==> src/rtl/register_file_pkg.sv <==
// Shared constants and helpers for the eight-entry register file.
package register_file_pkg;

    localparam int NREGS         = 8;
    localparam int PC_IDX        = 7;
    localparam int SP_IDX        = 6;
    localparam int DEFAULT_WIDTH = 16;

    // True when more than one bit of the select vector is set.
    function automatic logic multiHot(input logic [NREGS-1:0] vec);
        logic [NREGS-1:0] lowerCleared;
        lowerCleared = vec & (vec - NREGS'(1));
        return lowerCleared != '0;
    endfunction

endpackage

==> src/rtl/register_file_reg_cell.sv <==
// One register of the file: async clear, load beats inc/dec, inc and dec together hold.
module reg_cell #(
    parameter int WIDTH = 16
) (
    input  logic             clock,
    input  logic             notReset,
    input  logic             load,
    input  logic             inc,
    input  logic             dec,
    input  logic [WIDTH-1:0] d,
    output logic [WIDTH-1:0] q
);

    always_ff @(posedge clock or negedge notReset) begin
        if (!notReset) begin
            q <= '0;
        end else if (load) begin
            q <= d;
        end else if (inc && !dec) begin
            q <= q + WIDTH'(1);
        end else if (dec && !inc) begin
            q <= q - WIDTH'(1);
        end
    end

endmodule

==> src/rtl/register_file.sv <==
// Eight-entry register file with wired-OR bus read, PC/SP step paths and sticky selector-fault flags.
module register_file
    import register_file_pkg::*;
#(
    parameter int WIDTH = DEFAULT_WIDTH
) (
    input  logic             clock,
    input  logic             notReset,
    input  logic [7:0]       regOes,
    input  logic [7:0]       regNotLoads,
    input  logic [WIDTH-1:0] dataIn,
    output logic [WIDTH-1:0] dataOut,
    output logic             dataOutValid,
    input  logic             pcInc,
    input  logic             spInc,
    input  logic             spDec,
    input  logic             errClear,
    output logic             oeError,
    output logic             loadError,
    output logic [WIDTH-1:0] pc,
    output logic [WIDTH-1:0] sp
);

    logic [NREGS-1:0][WIDTH-1:0] regs;

    for (genvar i = 0; i < NREGS; i++) begin : gCell
        logic cellInc;
        logic cellDec;

        if (i == PC_IDX) begin : gPc
            assign cellInc = pcInc;
            assign cellDec = 1'b0;
        end else if (i == SP_IDX) begin : gSp
            assign cellInc = spInc;
            assign cellDec = spDec;
        end else begin : gPlain
            assign cellInc = 1'b0;
            assign cellDec = 1'b0;
        end

        reg_cell #(.WIDTH(WIDTH)) uCell (
            .clock    (clock),
            .notReset (notReset),
            .load     (!regNotLoads[i]),
            .inc      (cellInc),
            .dec      (cellDec),
            .d        (dataIn),
            .q        (regs[i])
        );
    end

    // Wired-OR bus: contention shows up as the OR of the selected registers.
    always_comb begin
        dataOut = '0;
        for (int unsigned i = 0; i < NREGS; i++) begin
            if (regOes[i]) begin
                dataOut = dataOut | regs[i];
            end
        end
    end

    assign dataOutValid = |regOes;
    assign pc           = regs[PC_IDX];
    assign sp           = regs[SP_IDX];

    always_ff @(posedge clock or negedge notReset) begin
        if (!notReset) begin
            oeError   <= 1'b0;
            loadError <= 1'b0;
        end else begin
            if (multiHot(regOes)) begin
                oeError <= 1'b1;
            end else if (errClear) begin
                oeError <= 1'b0;
            end
            if (multiHot(~regNotLoads)) begin
                loadError <= 1'b1;
            end else if (errClear) begin
                loadError <= 1'b0;
            end
        end
    end

endmodule

==> config.mk <==
export PLATFORM = sky130hd
export DESIGN_NAME = register_file
export DESIGN_NICKNAME = d
export VERILOG_FILES = /design/src/rtl/register_file_pkg.sv /design/src/rtl/register_file_reg_cell.sv /design/src/rtl/register_file.sv
export SDC_FILE = /design/constraint.sdc
export NUM_CORES = 1
export LEC_CHECK = 0
export CAP_MARGIN = 25
export CORE_MARGIN = 2
export CORE_UTILIZATION = 55
export CTS_BUF_LIST = sky130_fd_sc_hd__clkbuf_4
export DETAILED_ROUTE_END_ITERATION = 8
export DONT_BUFFER_PORTS = 1
export PLACE_DENSITY = 0.74
export SLEW_MARGIN = 20
export SYNTH_ARGS = -nofsm -noshare
export SYNTH_HDL_FRONTEND = slang
export SYNTH_HIERARCHICAL = 1
export SYNTH_SLANG_ARGS = --single-unit
==> constraint.sdc <==
create_clock -name clock -period 5.25 [get_ports clock]
set_clock_uncertainty 0.05 [all_clocks]
set_input_delay 1.575 -clock clock [delete_from_list [all_inputs] [get_ports clock]]
set_output_delay 1.575 -clock clock [all_outputs]
set_load 0.1 [all_outputs]
==> results.toml <==
[setup_path]
crit_fanout = 18
crit_start = "regOes[1]"
crit_type = "input port to primary output"
cp_num_cells = 4
ff2ff_path_depth = 9
arrival_ns = 2.68
crit_path_start_kind = "input port"
endpoint_kind = "primary output"
cp_slowest_cell = "or4_4"
path_cells = "or4_4, nor2_1, nand2_1, buf_4"
cp_data_required_time_ns = 3.63
crit_buf_inv = 1
worstSetupEndpoint = "dataOutValid"
ff2ff_setup_slack_ns = 2.62
cpLargestDelayFamily = "simple AND/OR/NAND/NOR gates"
crit-reg2reg-launch = "gCell[7].uCell/q[0]"
reg2reg_to = "gCell[7].uCell/q[12]"
max_stage_delay_ns = 0.55

[floorplan]
initial_utilization = 0.5567
core-area_um2 = 22430
die_x_um = 154.7
dieArea_um2 = 23930
io_pins = 89
fp-row-count = 55
die_h_um = 154.7

[drt]
drc_errors = 0
first_pass_iters = 8
ant_nets = 0
wl_um = 41500
drt_iter0_drc = 1373
met3WireLength_um = 2973
vias_per_cell = 6.593
top_layer = "met4"
wl_per_cell_um = 23.29
vias = 11750
wl_met2_um = 18860
wl_met1_um = 17610

[timing]
post-route-period-util = 0.8191
whs_ns = 0.5484
tns_ns = 0
worst_slew_pin_slew_ns = 1.008
slew_headroom = 0.3281
slew_violations = 0
fmaxAchievable_ghz = 0.2325
min_period_ns = 4.300
rsz0062_at_grt = "no"
hold_viol = 0
setup_viol = 0

[synth]
synth_xor_xnor_area_share = 0.08556
yosys_warnings = 6
synth_top_family_by_area = "compound AO/OA/AOI/OAI gates"
synth_fa_ha_area_frac = 0.1507
synth_compound_area_frac = 0.3158
ys_types = 66
avgSynthCellArea_um2 = 8.589
yosysMostFrequentCell = "nand2_1"
synth-main-ff-cell = "dfrtp_1"
netlist_instances = 1454
synth_commonest_cells = "nand2_1, ha_1, dfrtp_1, a21oi_1, a22oi_1"
postSynth.asyncResetShare = 1.000
synth_top_area_cell = "dfrtp_1"
synthMuxAreaShare = 0.02294
synth_seq_cells = 130
netlist_area_um2 = 12490
synth_top_area_share = 0.2605
synth.top_cells.by_area = "dfrtp_1, ha_1, a22oi_1, a21oi_1, xnor2_1"
synth-edff-count = 0
yosys.area_share.simple = 0.1250
ys_seq_area_frac = 0.2605

[clock_network]
clk_path_buf_depth = 2
insertion_delay_ns = 0.59
htree_levels = 4
cts_made_buffers = 17
post_cts.repair.setup_buffers = 0
path_clk_slew_ns = 0.13
cts_tree = "done"
cts_hold_buf = 0
ctsResizeCount = 0
cts_root_buffer = "clkbuf_4"
cts.sinks = 130

[power_and_ir_drop]
design_power_total_w = 0.005672
p_leak_nw = 5.586
ir_worst_vdd_mv = 0.1762
p_per_area_nw_per_um2 = 424.0

[place]
dpl.hpwl_um = 30680
place_congestion = 0.9908
numPortBuffers = 0

[finish]
syn_to_final_growth_pct = 7.123
nNetsFinal = 1664
drive_above_1_share = 0.1151
fillers = 1988

[global_routing]
grt_pass1_vias = 11120
grt_pass1_wl_um = 64520
grtUsageTotal = 0.3521
antenna_found_initial = 2
overflow = 0
grt_max_degree = 131

[hold_path]
hold_path.class = "flop to flop"

[flow_run]
cap_violations = 0

[status]
status = "complete, no violations"
[worst min-delay path by stage]
stage	end	from	cells after the start
6_report	gCell[3].uCell/q[11]	gCell[3].uCell/q[11]	2
5_1_grt	gCell[1].uCell/q[7]	notReset	0
3_5_place_dp	gCell[3].uCell/q[11]	gCell[3].uCell/q[11]	2
3_3_place_gp	gCell[3].uCell/q[11]	gCell[3].uCell/q[11]	2
2_1_floorplan	gCell[5].uCell/q[7]	gCell[5].uCell/q[7]	2
4_1_cts	gCell[3].uCell/q[11]	gCell[3].uCell/q[11]	2
[cell usage in the layout, fill, tap and decap left out, types with 47 or more instances in the layout]
cell and instances:
dfrtp_1 130, buf_4 47, o21a_1 55, a21oi_1 115, ha_1 136, xnor2_1 64
xor2_1 58, a22oi_1 98, inv_1 73, nor2_1 61, nand2_1 138, o21ai_0 65
o21ai_1 64
[tightest hold or removal path, delay by kind of cell, from the launching register on]
kind           cells  cell delay (ns)
flip-flops         1             0.40
AO/OA/AOI/OAI      2             0.17
[per-stage QoR]
stage,utilization,setup WS [ns],area [um^2],std cells
after CTS,0.5961,0.9789,13370,1780
after floorplan,-,0.5082,12530,1466
final,0.5963,0.9495,13380,1782
after global placement,0.5807,0.9764,13030,1746
after global routing,0.5963,0.9205,13380,1782
after detailed placement,0.5821,0.9814,13060,1748
[flip-flops by register name (all words and copies together) (netlist names)]
register	cells
loadError	1
oeError	1
gCell.uCell/q	128
[area by class of cell]
class	count	area (um^2)	share of cell area
Multi-Input combinational cell	1211	8791	0.6571
Clock inverter	14	178.9	0.01337
Antenna cell	2	5.005	0.0003741
Sequential cell	130	3253	0.2432
Clock buffer	18	135.1	0.01010
Timing Repair Buffer	49	384.1	0.02871
Inverter	73	274.0	0.02048
Tap cell	285	356.6	0.02666
[metal layers]
metal,track usage,vias up
met5,0,-
met4,0.1640,0
met3,0.06669,124
met2,0.5542,471
met1,0.4705,5721
li1,-,5432
[kinds of logic (layout without fill, tap and decap cells)]
group | count (synthesis) | in the layout
buffers and inverters | 125 | 154
adder cells (fa/ha/maj) | 146 | 146
other | 1 | 15
AO/OA/AOI/OAI | 577 | 577
AND/OR/NAND/NOR | 327 | 327
flip-flops | 130 | 130
XOR/XNOR | 122 | 122
multiplexers | 26 | 26
[power by group]
| group | internal (W) | switching [W] |
|---|---|---|
| clock | 0.000342 | 0.000434 |
| sequential | 0.00121 | 0.000320 |
| combinational | 0.00127 | 0.00209 |
No activity file was read; power rests on OpenSTA's default activity.
